### src/rtl/sect163k1_pkg.sv
// rtl/sect163k1_pkg.sv - shared constants, FSM state enum and field helper for the sect163k1 point check
package sect163k1_pkg;

    // Field width: elements of GF(2^163), polynomial basis.
    localparam int GF_W = 163;

    // Reduction polynomial f(z) = z^163 + z^7 + z^6 + z^3 + 1. The z^163 term is
    // implicit; only the low-order terms are stored.
    localparam logic [GF_W-1:0] GF_POLY_LOW = 163'hC9;

    // Curve constant b (a = 1 shows up as the x^2 term in the check).
    localparam logic [GF_W-1:0] CURVE_B = 163'd1;

    // Multiplier timing: one load cycle followed by GF_W iterations.
    localparam logic [7:0] MUL_ITER_LAST = 8'd162;
    localparam logic [7:0] STEP_LAST     = 8'd163;

    typedef enum logic [2:0] {
        IDLE  = 3'd0,
        M_YY  = 3'd1,
        M_XY  = 3'd2,
        M_XX  = 3'd3,
        M_XXX = 3'd4,
        CMP   = 3'd5
    } state_t;

    // Multiply by z and reduce modulo f(z).
    function automatic logic [GF_W-1:0] gf_mulz(input logic [GF_W-1:0] a);
        return {a[GF_W-2:0], 1'b0} ^ (a[GF_W-1] ? GF_POLY_LOW : '0);
    endfunction

endpackage

### src/rtl/gf163_mul.sv
// rtl/gf163_mul.sv - bit-serial MSB-first GF(2^163) multiplier
//
// Purpose: computes o_p = i_a * i_b mod f(z). i_start loads the operands and
//          clears the accumulator; 163 iterations follow; o_done pulses in the
//          164th cycle after the i_start cycle, and o_p holds the product until
//          the next i_start.
// Ports:
//   i_clk, i_rst (async, active-high), i_clr (sync abort)
//   i_start        - load operands this cycle
//   i_a, i_b       - operands
//   o_p            - accumulator / product
//   o_done         - one-cycle pulse, o_p valid
module gf163_mul
    import sect163k1_pkg::*;
(
    input  logic            i_clk,
    input  logic            i_rst,
    input  logic            i_clr,
    input  logic            i_start,
    input  logic [GF_W-1:0] i_a,
    input  logic [GF_W-1:0] i_b,
    output logic [GF_W-1:0] o_p,
    output logic            o_done
);

    logic [GF_W-1:0] r_a;
    logic [GF_W-1:0] r_b;
    logic [GF_W-1:0] r_acc;
    logic [GF_W-1:0] w_acc_nxt;
    logic [7:0]      r_cnt;
    logic            r_run;
    logic            r_done;

    // Horner step: acc = acc*z + a*b_i, scanning b from its top bit down.
    assign w_acc_nxt = gf_mulz(r_acc) ^ (r_b[GF_W-1] ? r_a : '0);

    always_ff @(posedge i_clk or posedge i_rst) begin
        if (i_rst) begin
            r_a    <= '0;
            r_b    <= '0;
            r_acc  <= '0;
            r_cnt  <= '0;
            r_run  <= 1'b0;
            r_done <= 1'b0;
        end else begin
            r_done <= 1'b0;
            if (i_clr) begin
                r_cnt <= '0;
                r_run <= 1'b0;
            end else if (i_start) begin
                r_a   <= i_a;
                r_b   <= i_b;
                r_acc <= '0;
                r_cnt <= '0;
                r_run <= 1'b1;
            end else if (r_run) begin
                r_acc <= w_acc_nxt;
                r_b   <= {r_b[GF_W-2:0], 1'b0};
                if (r_cnt == MUL_ITER_LAST) begin
                    r_cnt  <= '0;
                    r_run  <= 1'b0;
                    r_done <= 1'b1;
                end else begin
                    r_cnt <= r_cnt + 8'd1;
                end
            end
        end
    end

    assign o_p    = r_acc;
    assign o_done = r_done;

endmodule

### config.mk
export PLATFORM = sky130hd
export DESIGN_NAME = gf163_mul
export DESIGN_NICKNAME = d
export VERILOG_FILES = /design/src/rtl/sect163k1_pkg.sv /design/src/rtl/gf163_mul.sv
export SDC_FILE = /design/constraint.sdc
export NUM_CORES = 1
export LEC_CHECK = 0
export CORE_MARGIN = 10
export CORE_UTILIZATION = 25
export CTS_BUF_LIST = sky130_fd_sc_hd__clkbuf_8
export CTS_CLUSTER_SIZE = 40
export DETAILED_ROUTE_END_ITERATION = 7
export DONT_BUFFER_PORTS = 1
export GPL_ROUTABILITY_DRIVEN = 0
export HOLD_SLACK_MARGIN = 0.02
export SLEW_MARGIN = 10
export SYNTH_ARGS = -nofsm -noshare
export SYNTH_HDL_FRONTEND = slang
export SYNTH_SLANG_ARGS = --single-unit
export TNS_END_PERCENT = 20
### constraint.sdc
create_clock -name i_clk -period 18.7 [get_ports i_clk]
set_clock_uncertainty 0.1 [all_clocks]
set_input_delay 2.805 -clock i_clk [delete_from_list [all_inputs] [get_ports i_clk]]
set_output_delay 2.805 -clock i_clk [all_outputs]
set_load 0.05 [all_outputs]
==> flow_summary_export.csv <==
group,metric,value,unit
status,status,"complete, no violations",
timing,worst_pin_slew,1.06,ns
final_layout,fin_nets,2621,
run,drv_cap,0,
logic_synthesis,ys_warn_count,0,
global_route,first_global_vias,15200,
cts,cts_buffers,90,
timing,setup_viol,0,
cts,root_buffer,"clkbuf_8",
critical_path,crit_type,"in2reg",
min_path,hold_class,"reg2reg",
timing,rsz0062_at_grt,"false",
cts,holdBufCountCts,0,
final_layout,syn_to_final_growth,12.5,%
place,dpl_cell_area,22800,sq um
timing,timing.fmax,0.175,GHz
critical_path,crit_chain,"o21bai_4 -> buf_4 -> buf_4 -> buf_4 -> nand2_1 -> o21ai_1",
logic_synthesis,synth_fp_nets,2657,
logic_synthesis,synth_area,22000,sq um
critical_path,path_common_cell,"buf_4",
route,firstDrtPassIters,5,
route,ant_nets,0,
power,p_per_area,110,nW/um^2
timing,maxSlewViolCount,0,
cts,clkLatencyLatePin,0.71,ns
die,design.core.area,87000,sq um
global_route,overflow,0,
power,peakVddDrop,0.0000576,V
route,drt_iter0_drc,1209,
critical_path,end_kind,"register",
die,die_x,316,um
logic_synthesis,synthCells,2325,
die,design.die.area,100000,sq um
cts,clock_sinks,499,
timing,period_needed,5.72,ns
critical_path,cp-start-kind,"input port",
timing,whs,0.372,ns
global_route,grt_pass1_wl,95.4,mm
cts,post_cts_buffers,0,
critical_path,path_buf_inv,3,
final_layout,layout_common_cells,"nand2_1 (982), dfrtp_1 (498), o21ai_1 (167)",
die,ios,494,
global_route,grt_max_degree,170,
final_layout,design_area,24700,sq um
logic_synthesis,syn_area_per_cell,9.45,sq um
logic_synthesis,synth_cell_type_count,37,
timing,hold_viol,0,
cts,ctsResizeCount,0,
final_layout,final_common_cell,"nand2_1",
critical_path,worstPathArrival,6.22,ns
critical_path,max_stage_delay,0.84,ns
critical_path,cpLargestDelayFamily,"buffers and inverters",
logic_synthesis,ys_ff_latch,499,
route,post-route-drc-count,0,
route,finalWirelength,63.8,mm
die,start_util,25.2,%
route,wl_per_cell,18.2,um
global_route,grt_usage,12.2,%
final_layout,layout-drive-gt1-share,6.93,%
cts,cts_tree,"built",
place,dp_hpwl,42.9,mm
timing,setup-tns-final,0,ns
timing,period_share,30.6,%
route,via_per_inst,4.35,
timing,slew_headroom,29.4,%
cts,h-tree-depth,3,
power,p_leak,11.8,nW
final_layout,n_fill_cell,9281,
die,row_count,108,
cts,path_clk_slew,0.06,ns
cts,clk_path_buf_depth,3,
critical_path,critPathMaxFanout,169,
die,die_h,316,um
place,portBuffers,0,
route,vias,15300,
logic_synthesis,ys_seq_area_share,56.8,%
global_route,grt_antenna_before_repair,10,
critical_path,crit_slowest_cell,"buf_4",
critical_path,cp.required,19.20,ns
flip-flops by register name, summed over array words and instances, names as in the netlist:
signal,flops
o_done,1
o_p,163
r_a,163
r_b,163
r_cnt,8
r_run,1
report_power, final:
group | total [mW] | switching, mW | internal, mW
clock | 1.07 | 0.471 | 0.594
combinational | 0.278 | 0.173 | 0.105
sequential | 1.38 | 0.169 | 1.21
cells by family after synthesis:
| kind of cell | after synthesis | synth area share (%) |
|---|---|---|
| xor+xnor | 166 | 6.62 |
| fa+ha+maj | 2 | 0.114 |
| buf+inv | 150 | 3.57 |
| mux | 162 | 7.38 |
| compound gates | 344 | 8.13 |
| flops | 499 | 56.8 |
| simple gates | 1002 | 17.3 |
layer usage:
metal	share of wire (%)	global-route usage (%)	routed length, um	up-vias
li1	-	-	-	7419
met1	40	14.3	25300	7269
met2	46	19.2	29500	468
met3	11	5.98	6900	125
met4	3.3	4.84	2130	6
met5	0.067	0	43	-
cells in the mapped netlist:
cell type,number,area [sq um]
buf_1,11,41.3
o2bb2ai_1,1,8.76
xnor2_1,6,52.6
ha_1,2,25.0
o21ai_0,160,801
o21bai_2,1,11.3
and4_1,1,8.76
buf_6,10,113
mux2i_1,162,1620
nor3_1,1,5.00
o211ai_1,1,7.51
o22a_1,1,8.76
nand3_1,3,15.0
nand4b_2,1,15.0
a31oi_1,3,18.8
and2_1,2,12.5
a41oi_2,1,16.3
buf_4,9,67.6
dfrtp_1,499,12500
and3_1,1,6.26
nor2_1,4,15.0
o41a_4,1,21.3
nand2_1,983,3690
a21oi_1,4,20.0
nor4_1,1,6.26
o21ai_1,167,836
nor2b_1,1,6.26
buf_2,89,445
nor3b_2,1,12.5
nand2b_1,2,12.5
or3_1,1,6.26
inv_1,3,11.3
a22o_1,1,8.76
xor2_1,160,1400
o41ai_1,1,8.76
o211a_1,2,20.0
clkbuf_1,28,105
final timing paths:
check,slack [ns],cells past startpoint,endpoint,startpoint
worst max-delay path,12.98,6,o_p[76]$_DFFE_PP0P_,i_start
worst min register to register,0.37,2,r_a[114]$_DFFE_PP0P_,r_a[114]$_DFFE_PP0P_
worst min-delay path,0.37,2,r_a[114]$_DFFE_PP0P_,r_a[114]$_DFFE_PP0P_
max in group asynchronous,13.55,4,r_cnt[1]$_DFFE_PP0P_,i_rst
worst max register to register,14.74,6,o_p[76]$_DFFE_PP0P_,r_run$_DFF_PP0_
min in group asynchronous,1.97,1,o_p[50]$_DFFE_PP0P_,i_rst
area by class of cell:
class                           instances  area [sq um]  area share [%]
Tap cell                             1155          1450            5.85
Clock inverter                         36           225           0.911
Clock buffer                          119          1640            6.63
Multi-Input combinational cell       1676          8730            35.3
Inverter                                3          18.8          0.0759
Timing Repair Buffer                   19           155           0.628
Antenna cell                            7          17.5          0.0709
Sequential cell                       499         12500            50.5
per-stage QoR:
| stage | util (%) | total power [mW] | setup WS [ns] | cells |
|---|---|---|---|---|
| final | 28.4 | 2.72 | 12.98 | 3514 |
| after global routing | 28.4 | 2.88 | 12.71 | 3513 |
| after CTS | 28.4 | 2.77 | 13.14 | 3507 |
| after detailed placement | 26.2 | 1.68 | 12.35 | 3352 |
| after global placement | 26.2 | 1.67 | 12.38 | 3352 |
| after floorplan | - | 1.61 | 1.86 | 2325 |
tightest hold or removal path, cell delays in order, from the launching register on:
cell and delay (ns):
dfrtp_1 0.34, nand2_1 0.05, nand2_1 0.05
Power figures use the tool's default switching activity.
